## src/rtl/piso_tx.sv

```systemverilog
// Parallel-in/serial-out transmitter with valid/ready load and gap-free back-to-back frames.
// Optional even-parity bit appended after the data when PISO_PARITY_EN is defined.
module piso_tx #(
    parameter int unsigned WIDTH     = 4,
    parameter bit          LSB_FIRST = 1'b0
) (
    input  logic             clk,
    input  logic             reset,
    input  logic [WIDTH-1:0] din,
    input  logic             load_valid,
    output logic             load_ready,
    output logic             sout,
    output logic             sout_valid,
    output logic             busy,
    output logic             done
);

`ifdef PISO_PARITY_EN
    localparam int unsigned FRAME_LEN = WIDTH + 1;
`else
    localparam int unsigned FRAME_LEN = WIDTH;
`endif
    localparam int unsigned         CNT_W = $clog2(FRAME_LEN);
    localparam logic [CNT_W-1:0]    LAST  = CNT_W'(FRAME_LEN - 1);

    typedef enum logic {
        IDLE  = 1'b0,
        SHIFT = 1'b1
    } state_e;

    state_e                 state_q;
    logic [FRAME_LEN-1:0]   sreg_q;
    logic [CNT_W-1:0]       cnt_q;
    logic                   sout_q;
    logic                   sout_valid_q;
    logic                   done_q;

    logic [FRAME_LEN-1:0]   frame;
    logic                   last;
    logic                   accept;

    // Bit that leaves the register next, and the register after it leaves.
    function automatic logic head(input logic [FRAME_LEN-1:0] v);
        return LSB_FIRST ? v[0] : v[FRAME_LEN-1];
    endfunction

    function automatic logic [FRAME_LEN-1:0] shift(input logic [FRAME_LEN-1:0] v);
        return LSB_FIRST ? {1'b0, v[FRAME_LEN-1:1]} : {v[FRAME_LEN-2:0], 1'b0};
    endfunction

    // Parity sits at the far end of the register so it is transmitted last.
    always_comb begin
`ifdef PISO_PARITY_EN
        frame = LSB_FIRST ? {^din, din} : {din, ^din};
`else
        frame = din;
`endif
    end

    assign last       = (state_q == SHIFT) && (cnt_q == LAST);
    assign load_ready = (state_q == IDLE) || last;
    assign accept     = load_valid && load_ready;

    always_ff @(posedge clk) begin
        if (reset) begin
            state_q      <= IDLE;
            sreg_q       <= '0;
            cnt_q        <= '0;
            sout_q       <= 1'b0;
            sout_valid_q <= 1'b0;
            done_q       <= 1'b0;
        end else if (accept) begin
            state_q      <= SHIFT;
            sreg_q       <= shift(frame);
            cnt_q        <= '0;
            sout_q       <= head(frame);
            sout_valid_q <= 1'b1;
            done_q       <= 1'b0;
        end else if (state_q == SHIFT) begin
            if (last) begin
                state_q      <= IDLE;
                sout_q       <= 1'b0;
                sout_valid_q <= 1'b0;
                done_q       <= 1'b0;
            end else begin
                sreg_q       <= shift(sreg_q);
                cnt_q        <= cnt_q + 1'b1;
                sout_q       <= head(sreg_q);
                done_q       <= (cnt_q == LAST - 1'b1);
            end
        end
    end

    assign sout       = sout_q;
    assign sout_valid = sout_valid_q;
    assign busy       = sout_valid_q;
    assign done       = done_q;

endmodule

```

## config.mk

```make
export PLATFORM = sky130hd
export DESIGN_NAME = piso_tx
export DESIGN_NICKNAME = d
export VERILOG_FILES = /design/src/rtl/piso_tx.sv
export SDC_FILE = /design/constraint.sdc
export NUM_CORES = 1
export LEC_CHECK = 0
export BUFFER_PORTS_ARGS = -buffer_cell sky130_fd_sc_hd__buf_2
export CORE_AREA = 4 4 41 43
export DETAILED_ROUTE_END_ITERATION = 12
export DIE_AREA = 0 0 45 47
export GPL_TIMING_DRIVEN = 0
export SYNTH_ARGS = -nofsm -noshare
export SYNTH_HDL_FRONTEND = slang
export SYNTH_SLANG_ARGS = --single-unit
```

## constraint.sdc

```tcl
create_clock -name clk -period 3.4 [get_ports clk]
set_input_delay 0 -clock clk [delete_from_list [all_inputs] [get_ports clk]]
set_output_delay 0 -clock clk [all_outputs]
set_load 0.05 [all_outputs]
```

* Yosys cells after proc, flatten, opt, wreduce, memory -nomap -nowiden
Cells that the tools add are included.
** Storage, ports and cells
- Bits in registers :: 9
- Input bits :: 7
- Output and inout bits :: 5
- Logic and storage cells :: 34
** Operators by class
- Add/subtract/negate cells :: 1
- Equal/unequal tests :: 3
- Muxes and demuxes :: 13
- Bitwise gates (word level) :: 2
- Reductions and logical operators :: 9
** Operator list (number)
- two-way mux 4 bit :: 3
- two-way mux 1 bit :: 10
- AND reduction 2 bit :: 3
- equality test 2 bit, second input constant :: 2
- nonzero test 2 bit :: 2
- adder 2 x 1 -> 2 bit, second input constant :: 1
- logical AND 1 bit :: 2
- inequality test 2 x 1 -> 1 bit, second input constant :: 1
- NOT 1 bit :: 2
- OR reduction 2 bit :: 1
- logical OR 1 bit :: 1

* Longest topological paths before layout
Gate-level depths: netlist (run 1).
- Depth after elaboration :: 6
- Mapped depth :: 5
- Gate-level depth less buffers :: 5

* Least setup slack after synthesis (run 1)
No wires, ideal clock.
- Path type :: reg-to-reg
- Start :: reg cnt_q[0]
- End :: reg cnt_q[1]
- Library setup time :: 0.135 ns
- Data arrival time :: 1.031 ns
- Data required time :: 3.265 ns
- Slack :: 2.234 ns
- Cell stages (with the launch flop) :: 6
- Path buffers :: 0
- Period minus slack after synthesis :: 1.166 ns
- Path through :: dfxtp_1 > ha_1 > and2b_4 > inv_6 > nand3_1 > a21oi_1
** On the way
- Cells in the longest elaborated chain, start to end :: 5
- Elaborated cells on any way between the ends :: 8
- Those cells by class :: add/sub: 1; eq/ne: 1; bitwise: 1; reduce/logical: 5
** Ends and longest elaborated chain
- from (decl) :: line 33 : logic [CNT_W-1:0] cnt_q;
- from (signal assigned) :: line 87 : cnt_q <= cnt_q + 1'b1;
- equality test 2 bit :: line 60 : assign last = (state_q == SHIFT) && (cnt_q == LAST);
- logical AND 1 bit :: line 60
- logical OR 1 bit :: line 61 : assign load_ready = (state_q == IDLE) || last;
- named net load_ready :: line 11 : output logic load_ready,
- logical AND 1 bit :: line 62 : assign accept = load_valid && load_ready;
- OR reduction 2 bit (no line)
The timed path passes the listed nets, and every way through them passes these cells.
A chain may end at the register's enable or synchronous reset.

* Final worst setup path (run 1)
- Start :: reg cnt_q[1]
- End :: out load_ready
** On the way
- Cells in the longest elaborated chain, start to end :: 3
** Ends and longest elaborated chain (line)
- equality test 2 bit :: 60
- logical AND 1 bit :: 60
- logical OR 1 bit :: 61
- to (decl) :: 11
No other way between the ends.

==> out/qor.txt, run 1 <==
Nets: 67
Data arrival, critical path: 1420 ps
Starting Density: 33.1%
H-tree depth: 1
Net Switching: 0.0725 mW
R2R cell count: 4
Area share of the largest cell type after synthesis: 41.9%
Num CTS Buffers: 3
Fillers: 143
All-layer global routing usage: 8.72%
Per-cell routed wire length: 11.0 um
Max-Cap Viols: 0
WHS Endpoint: sreg_q[1]
Worst-path clk slew: 60 ps
Setup TNS: 0 ps
Net Sw Frac: 29.4%
PostCTS Resize Cnt: 0
Die Width: 45 um
Worst VDD drop: 0.239 mV
Outcome: complete, no violations
Ys Warns: 0
GR Overflow Total: 0
Fmax: 703 MHz
Crit-path max FO: 8
Clock network power share: 33.2%
Setup Buffers After CTS: 0
DRT iter0 DRCs: 8
RSZ-0062 raised after global routing: no
Flop pwr share: 47.5%
HPWL Detailed: 599 um
N_diodes: 0
Largest net degree at the start of global routing: 10
Worst Max-Slew Pin Slew: 462 ps
Drt pass-1 iters: 4
FF-to-FF Start: cnt_q[0]
Worst R2R End: sout
Final Cell Area: 520 sq um
Mapped cell area: 430 sq um
Clock Skews: 2.71 ps
# rows: 13
CTS Root Cell: clkbuf_4
Placed cell areas: 494 sq um
Initial antenna violation count: 0
Final core utilization: 40.0%
Int Pwr: 0.175 mW
Worst setup path class: reg2out
Post-route ant nets: 0
IO Pins: 12
Final Hold Fails: 0
Final period util: 41.8%
DIE HEIGHT: 47 um
Number of global-route vias before repair: 314
Hold path depth: 3
Post-synthesis compound-gate area fraction: 20.1%
GPL Wtd Cong: 0.719
Syn avg cell area: 9.78 sq um
Final Power: 0.247 mW
Synth-to-layout area growth: 20.9%
Worst setup SP type: flop
Synth area leaders: dfxtp_1, a211oi_2, mux2i_1
Mux contribution to synthesized area: 6.98%
Drt via density: 4.96
Post-layout min period: 1420 ps
Port bufs: 9
DRC viols: 0
Clock Latency Late Sink: 260 ps
Cells after Synth: 44
Largest area contributor in the netlist: dfxtp_1
Worst Setup End Kind: output pin
Syn nets: 53
P per Cell Area: 475 nW/um^2
Simple-Gate Fraction of Synth Area: 17.2%
# hold bufs at CTS: 0
Core area: 1300 sq um
Leakage power: 0.227 nW
Adder and majority cell fraction of the synthesized area: 5.81%
Count of pins over their slew limit: 0
Die area: 2120 sq um
Layout cells sized above 1: 36.8%
Main combinational cell family by area after synthesis: compound AO/OA/AOI/OAI gates
Post-synthesis cell type count: 19
Reg2Reg Setup Slack: 2180 ps
CP required: 3400 ps
Hold Path Class: in2reg
Hold_sp: din[0]
Routed via count: 357
Register area share after synthesis: 41.9%
Clock Sinks: 9
Clock Tree Buf Depth: 2
Combinational fraction of design power: 19.3%
Post-Route WL: 795 um
CTS tree: done
Relative slew slack: 69.2%
First-pass GRT wire length: 1240 um
Post-synthesis sequential element count: 9
Post-synthesis xor/xnor area fraction: 0%
Count of final setup violators: 0
[sequential cells by signal, indices dropped and copies added, names as in the netlist]
name	cells
done	1
cnt_q	2
busy	1
sout	1
state_q	1
sreg_q	3
[area by class of cell]
type / instances / area (sq um) / area share [%]
multi-input cells: 29 / 215 / 41.3
flip-flops and latches: 9 / 180 / 34.6
repair buffers: 9 / 45.0 / 8.65
clock buffers: 4 / 26.3 / 5.05
plain buffers: 3 / 18.8 / 3.61
well taps: 15 / 18.8 / 3.61
inverters: 3 / 16.3 / 3.13
[worst max-delay path by stage]
stage | start | slack [ps] | cells past startpoint | endpoint
floorplan | cnt_q[0] | 2230 | 5 | cnt_q[1]
global placement | cnt_q[0] | 2200 | 5 | cnt_q[1]
detailed placement | cnt_q[0] | 2200 | 5 | cnt_q[1]
CTS | cnt_q[1] | 1970 | 4 | load_ready
global route | cnt_q[0] | 1900 | 4 | load_ready
finish | cnt_q[1] | 1980 | 4 | load_ready
[synth_stat cells]
library cell / number
a21oi_1: 3
inv_6: 1
a211oi_2: 3
inv_1: 2
o21bai_1: 1
ha_1: 2
nand2b_1: 2
a32oi_1: 2
nand3_1: 2
nand2_1: 2
a311oi_1: 1
nor2_1: 3
buf_4: 2
clkbuf_1: 1
mux2i_1: 3
nor2_2: 2
and2b_4: 1
dfxtp_1: 9
nor3_1: 2
[power by group through the flow]
stage	Combinational [mW]	Sequential [mW]	Clock, mW
finish	0.0477	0.117	0.0821
global route	0.0512	0.118	0.0886
CTS	0.0482	0.117	0.0868
detailed placement	0.0480	0.120	0
global placement	0.0476	0.119	0
floorplan	0.0314	0.126	0
[through the flow]
step	hold slack, ps	setup slack, ps	cells
CTS	40.3	1970	72
detailed placement	297	2200	68
global route	64.8	1900	72
global placement	305	2200	68
finish	55.8	1980	72
floorplan	195	2230	44
[cells by family after synthesis]
family          count (synthesis)
buf+inv                         6
simple gates                   14
compound gates                 10
fa+ha+maj                       2
flops                           9
mux                             3
[routing by layer]
metal	vias to the layer above	GRT usage [%]	wire (um)
met4	0	3.51	0
met3	0	7.28	70
met2	10	13.0	361
met5	-	0	0
met1	167	8.94	362
li1	180	-	-
[cells in the final DEF (no fill, tap or decap), types with 2 or more instances in the layout]
master / n
a32oi_1: 2
nor3_1: 2
inv_1: 2
nor2_2: 2
dfxtp_1: 9
nand3_1: 2
mux2i_1: 3
a211oi_2: 3
clkbuf_1: 2
nor2_1: 3
nand2b_1: 2
buf_4: 2
buf_2: 9
nand2_1: 2
clkbuf_4: 3
ha_1: 2
a21oi_1: 3
[worst max-delay path, cell delays in order (launching register included)]
cell and delay (ps):
dfxtp_1 360, ha_1 220, and2b_4 240, inv_6 90, buf_2 260
(Power assumes the default switching activity.)
==> run 2: changes to the inputs <==
Clock period 3.4 ns to 1.2 ns, I/O delays scaled along.
==> run 2 against run 1 <==
Effect of this change: the flow now finishes with violations (setup timing); power grew to 3.0 times the previous value; critical path depth is the same; design area grew 21%; highest routed layer is now met4; register-to-register slack lost 2200 ps; core utilization grew 8.5 points.
==> out/qor.txt, run 2 (same netlist as run 1, synthesis figures left out) <==
Number of global-route vias before repair: 375 (+19%)
Relative slew slack: 67.2% (-2.0 points)
DRC viols: 0 (unchanged)
FF-to-FF Start: cnt_q[1]
H-tree depth: 1 (unchanged)
Worst setup startpoint: cnt_q[1]
Max-Cap Viols: 0 (unchanged)
Outcome: finished, violations left
Clock Tree Buf Depth: 2 (unchanged)
RSZ-0062 raised after global routing: yes
Worst VDD drop: 0.704 mV (+190%)
Core area: 1300 sq um (unchanged)
Layout cells sized above 1: 52.3% (+15 points)
Count of pins over their slew limit: 0 (unchanged)
Worst hold slack: 53.6 ps (-2.18 ps)
Worst Setup End Kind: output pin
Setup TNS: -27.4 ps (-27.4 ps)
Placed cell areas: 494 sq um (unchanged)
P per Cell Area: 1190 nW/um^2 (+150%)
IO Pins: 12 (unchanged)
Post-layout min period: 1230 ps
Clock Sinks: 9 (unchanged)
Post-route ant nets: 0 (unchanged)
Final core utilization: 48.5% (+8.5 points)
Leakage power: 0.275 nW (+21%)
Post-Route WL: 981 um (+23%)
# rows: 13 (unchanged)
Die Width: 45 um (unchanged)
Flop pwr share: 44.9% (-2.6 points)
CTS tree: done
Post-route non-filler standard cell count: 80 (+11%)
Worst setup SP type: flop
Setup ws final: -26.0 ps (-2000 ps)
Nets: 75 (+12%)
Data arrival, critical path: 1230 ps (-190 ps)
Combinational fraction of design power: 23.5% (+4.2 points)
Final period util: 102%
Hold_sp: din[0]
CP required: 1200 ps (-2200 ps)
Port bufs: 9 (unchanged)
# hold bufs at CTS: 0 (unchanged)
GR Overflow Total: 0 (unchanged)
Drt pass-1 iters: 4 (unchanged)
DIE HEIGHT: 47 um (unchanged)
CTS Root Cell: clkbuf_4
Clock Skews: 3.46 ps (+0.750 ps)
Max FFs per register: 3 (unchanged)
Synth-to-layout area growth: 46.5%
Clock network power share: 31.6% (-1.6 points)
Critical path's top delay family: flip-flops
Initial antenna violation count: 0 (unchanged)
Drt via density: 4.99 (+0.59%)
Routed via count: 399 (+12%)
Final Cell Area: 631 sq um (+21%)
Worst setup path class: reg2out
Largest net degree at the start of global routing: 10 (unchanged)
Failing checks: setup timing
GPL Wtd Cong: 0.719 (unchanged)
Hold Path Class: in2reg
Biggest register: sreg_q
Most common cell after layout, fill and taps aside: buf_4
Final Hold Fails: 0 (unchanged)
Placed insts: 68 (unchanged)
Per-cell routed wire length: 12.3 um (+11%)
Starting Density: 33.1% (unchanged)
HPWL Detailed: 599 um (unchanged)
Crit-path max FO: 7 (-1)
First-pass GRT wire length: 1460 um (+18%)
Fmax: 816 MHz
Die area: 2120 sq um (unchanged)
Num CTS Buffers: 3 (unchanged)
N_diodes: 0 (unchanged)
Commonest cells after routing, fill and taps aside: buf_4, buf_2, dfxtp_1
Clock Latency Late Sink: 260 ps (about the same)
Critical-path cell list: ha_4, and2b_4, inv_6, buf_8
Net Sw Frac: 30.1% (+0.72 points)
Buffers and inverters on the worst path: 2 (unchanged)
All-layer global routing usage: 10.3% (+1.6 points)
Max incr delay on CP: 340 ps (-20 ps)
Count of final setup violators: 2 (+2)
Worst-path clk slew: 60 ps (about the same)
Net Switching: 0.225 mW (+210%)
Int Pwr: 0.524 mW (+200%)
DRT iter0 DRCs: 5 (-3)
Worst Max-Slew Pin Slew: 492 ps (+29.8 ps)
Top flop regs: sreg_q (3), cnt_q (2)
Worst-path cell with the longest stage delay: dfxtp_2
run 2: cell types whose count changed in the layout (fill, tap and decap cells not counted), sizes merged:
cell / previous run / this run
buf: 11 / 19
run 2: power groups by stage:
stage                     clock, mW  sequential (mW)  combinational, mW
after floorplan                   0            0.357             0.0891
after global placement            0            0.339              0.135
after detailed placement          0            0.340              0.136
after CTS                     0.246            0.335              0.161
after global routing          0.250            0.340              0.189
final                         0.237            0.337              0.176
run 2: routing by layer:
layer	track usage, %	vias to the layer above	share of wire, %
met4	4.68	0	1.0
li1	-	194	-
met1	9.86	191	39
met2	16.9	12	52
met5	0	-	0
met3	7.28	2	7.5
run 2: worst min-delay path: stages:
cell and delay [ps]:
buf_2 70, mux2i_1 60, nor3_1 130
run 2: path summary, 6_finish.rpt:
path,to,slack (ps),cells after the start
max reg2reg,sout,0,5
max,load_ready,-30,4
min,sreg_q[1],50,3
min reg2reg,done,500,2
run 2: through the flow:
| stage | setup slack (ps) | power (mW) |
|---|---|---|
| final | -26.0 | 0.749 |
| after global routing | -64.6 | 0.779 |
| after CTS | -24.3 | 0.742 |
| after detailed placement | -0.266 | 0.476 |
| after global placement | 0.0224 | 0.473 |
| after floorplan | 34.4 | 0.446 |
run 2: cell type report:
class / instances / area, sq um
multi-input combinational: 29 / 249
sequential: 9 / 183
tap: 15 / 18.8
clock buffer: 4 / 26.3
buffer: 3 / 18.8
inverter: 3 / 16.3
fill: 138 / 671
timing repair buffer: 17 / 119
run 2: what timing repair did:
item | 4_1_cts | 5_1_grt
gates resized for setup | 8 | 4
setup buffers | 6 | 2
setup endpoints to repair | 4 | 5
pin swaps | 1 | 1
==> run 3: changes to the inputs <==
Settings changed: ABC_AREA set to 1.
==> run 3 against run 2 <==
Effect of this change: the flow now finishes without violations; register-to-register slack gained 80 ps; via count up 2.0%; synthesized cell count is 30% higher; sequential power fell by 3%; design area decreased by 3.4%; global-route usage increased by 0.86 points; sequential share of layout area increased by 1.0 points; first-iteration DRC count grew 100%; wire length is 6.6% lower; largest cell class unchanged; highest routed layer unchanged.
==> out/qor.txt, run 3 <==
Adder and majority cell fraction of the synthesized area: 5.57% (-0.24 points)
Drt pass-1 iters: 4 (unchanged)
Worst setup startpoint: cnt_q[0]
Met3 GRT Util: 2.30% (-5.0 points)
Outcome: complete, no violations
Biggest register: sreg_q
Count of pins over their slew limit: 0 (unchanged)
Synth area leaders: dfxtp_1, nand3_1, nand2_1
Most instantiated library cell after synthesis: nand2_1
Main combinational cell family by area after synthesis: simple AND/OR/NAND/NOR gates
Worst Max-Slew Pin Slew: 248 ps (-244 ps)
R2R cell count: 8 (+3)
Worst R2R End: sreg_q[3]
Data arrival, critical path: 1170 ps (-60 ps)
Most common library cells after synthesis: nand2_1, dfxtp_1, nand3_1
Clock Skews: 2.61 ps (-0.850 ps)
Placed cell areas: 523 sq um (+5.8%)
FF-to-FF Start: cnt_q[0]
First-pass GRT wire length: 1640 um (+12%)
Initial antenna violation count: 0 (unchanged)
Worst hold slack: 18.2 ps (-35.4 ps)
Count of final setup violators: 0 (-2)
# rows: 13 (unchanged)
Leakage power: 0.283 nW (+2.9%)
Post-synthesis compound-gate area fraction: 12.3% (-7.8 points)
CTS Root Cell: clkbuf_4
Clock Tree Buf Depth: 2 (unchanged)
Die Width: 45 um (unchanged)
Num CTS Buffers: 3 (unchanged)
GR Overflow Total: 0 (unchanged)
Worst setup SP type: flop
Register area share after synthesis: 40.1% (-1.7 points)
Crit-path max FO: 5 (-2)
Net Sw Frac: 30.3% (+0.23 points)
Worst-path clk slew: 60 ps (about the same)
DRC viols: 0 (unchanged)
Critical Path End: load_ready
Core area: 1300 sq um (unchanged)
Mux contribution to synthesized area: 0% (-7.0 points)
Number of flops mapped to enable cells by yosys: 0 (unchanged)
Flop pwr share: 45.6% (+0.7 points)
Post-synthesis sequential element count: 9 (unchanged)
HPWL Detailed: 647 um (+8.0%)
Relative slew slack: 83.6% (+16 points)
Fmax: 855 MHz (+4.8%)
Hold path depth: 3 (unchanged)
Drt via density: 4.47 (-10%)
Starting Density: 34.5% (+1.4 points)
Ys Warns: 0 (unchanged)
Syn avg cell area: 7.88 sq um (-19%)
Top flop regs: sreg_q (3), cnt_q (2)
Post-layout min period: 1170 ps (-56.0 ps)
GPL Wtd Cong: 0.718 (-0.15%)
H-tree depth: 1 (unchanged)
Reg2Reg Setup Slack: 80 ps (+80 ps)
IO Pins: 12 (unchanged)
Int Pwr: 0.501 mW (-4.4%)
DRT iter0 DRCs: 10 (+5)
Clock network power share: 33.1% (+1.5 points)
Final Cell Area: 609 sq um (-3.4%)
Per-cell routed wire length: 10.1 um (-18%)
Final core utilization: 46.8% (-1.6 points)
P per Cell Area: 1180 nW/um^2 (-0.73%)
All-layer global routing usage: 11.2% (+0.86 points)
Worst VDD drop: 0.565 mV (-20%)
Synth-to-layout area growth: 35.7%
Met1 GRT Util: 14.2% (+4.3 points)
Post-Route WL: 916 um (-6.6%)
Final Hold Fails: 0 (unchanged)
Net Switching: 0.218 mW (-3.4%)
Post-synthesis xor/xnor area fraction: 0% (unchanged)
Hold Path Class: in2reg
Most common cell after layout, fill and taps aside: nand2_1
Async S/R FF share, synth: 0% (unchanged)
RSZ-0062 raised after global routing: yes
M2 GR Usage: 15.5% (-1.4 points)
Post-synth top flop: dfxtp_1
Cells after Synth: 57 (+30%)
Final period util: 97.5% (-4.7 points)
Worst Setup End Kind: output pin
Routed via count: 407 (+2.0%)
Clock Sinks: 9 (unchanged)
Largest net degree at the start of global routing: 8 (-2)
N_diodes: 0 (unchanged)
Die area: 2120 sq um (unchanged)
Port bufs: 11 (+2)
Area share of the largest cell type after synthesis: 40.1% (-1.7 points)
Simple-Gate Fraction of Synth Area: 30.9% (+14 points)
Commonest cells after routing, fill and taps aside: nand2_1, buf_2, nand3_1
Worst setup path class: reg2out
CP required: 1200 ps (about the same)
Mapped cell area: 449 sq um (+4.4%)
Post-route ant nets: 0 (unchanged)
DIE HEIGHT: 47 um (unchanged)
GRT Max-Usage Layer: met2
Combinational fraction of design power: 21.2% (-2.3 points)
Post-synthesis cell type count: 18 (-1)
Max-Cap Viols: 0 (unchanged)
Layout cells sized above 1: 43.4% (-8.9 points)
Placed insts: 83 (+22%)
Max FFs per register: 3 (unchanged)
CTS tree: done
Post-route non-filler standard cell count: 91 (+14%)
Clock Latency Late Sink: 260 ps (about the same)
Number of global-route vias before repair: 381 (+1.6%)
Nets: 86 (+15%)
Largest area contributor in the netlist: dfxtp_1
Syn nets: 66 (+25%)
run 3: cell count changes after synthesis, moves of 2 or more:
cell,delta
a32oi_1,-2
nand2b_1,-2
inv_2,+3
a21oi_2,+4
a211oi_2,-3
mux2i_1,-3
nand2_1,+10
nand3_1,+7
o21ai_0,+2
nor3_1,-2
nand2_4,+2
run 3: per-layer routing:
metal | vias up | part of all wire (%)
met5 | - | 0
met4 | 0 | 1.1
met3 | 2 | 6.7
met2 | 12 | 48
met1 | 175 | 44
li1 | 218 | -
run 3: stage by stage:
step                setup slack [ps]  power (mW)  setup TNS [ps]
finish                          30.1       0.719               0
global route                   -19.9       0.764           -27.5
CTS                             10.1       0.726               0
detailed placement              33.2       0.471               0
global placement                51.1       0.470               0
floorplan                       70.5       0.435               0
run 3: power groups by stage:
stage | registers (mW) | logic, mW | clock network (mW)
floorplan | 0.350 | 0.0845 | 0
finish | 0.328 | 0.153 | 0.238
detailed placement | 0.333 | 0.139 | 0
global placement | 0.332 | 0.137 | 0
CTS | 0.327 | 0.152 | 0.247
global route | 0.331 | 0.170 | 0.263
run 3: cells by family (layout without fill, tap and decap cells):
kind of cell | after synthesis | in the layout
simple gates | 28 | 28
compound gates | 8 | 8
flops | 9 | 9
fa+ha+maj | 2 | 2
buf+inv | 10 | 29
run 3: what timing repair did:
item                                    in CTS  in global routing
endpoints found under the setup margin       1                  4
gates cloned                                 1                  0
hold endpoints to repair                     3                  0
resized for setup                            6                  2
hold buffers                                 2                  0
setup buffers                                1                  0
run 3: worst min-delay path by stage:
stage | startpoint | end
after detailed placement | reset | busy
after global routing | din[3] | sout
after global placement | reset | sreg_q[1]
final | din[3] | sout
after floorplan | reset | busy
after CTS | din[3] | sout
run 3: critical path, cell delays in order (launching register included):
cell and delay [ps]:
dfxtp_2 340, ha_4 160, inv_2 60, nand2_2 60, buf_6 140, buf_8 140
run 3: cell type report:
class,count,area (sq um)
Sequential cell,9,183
Fill cell,131,692
Inverter,8,31.3
Multi-Input combinational cell,38,231
Buffer,2,18.8
Tap cell,15,18.8
Timing Repair Buffer,15,100
Clock buffer,4,26.3
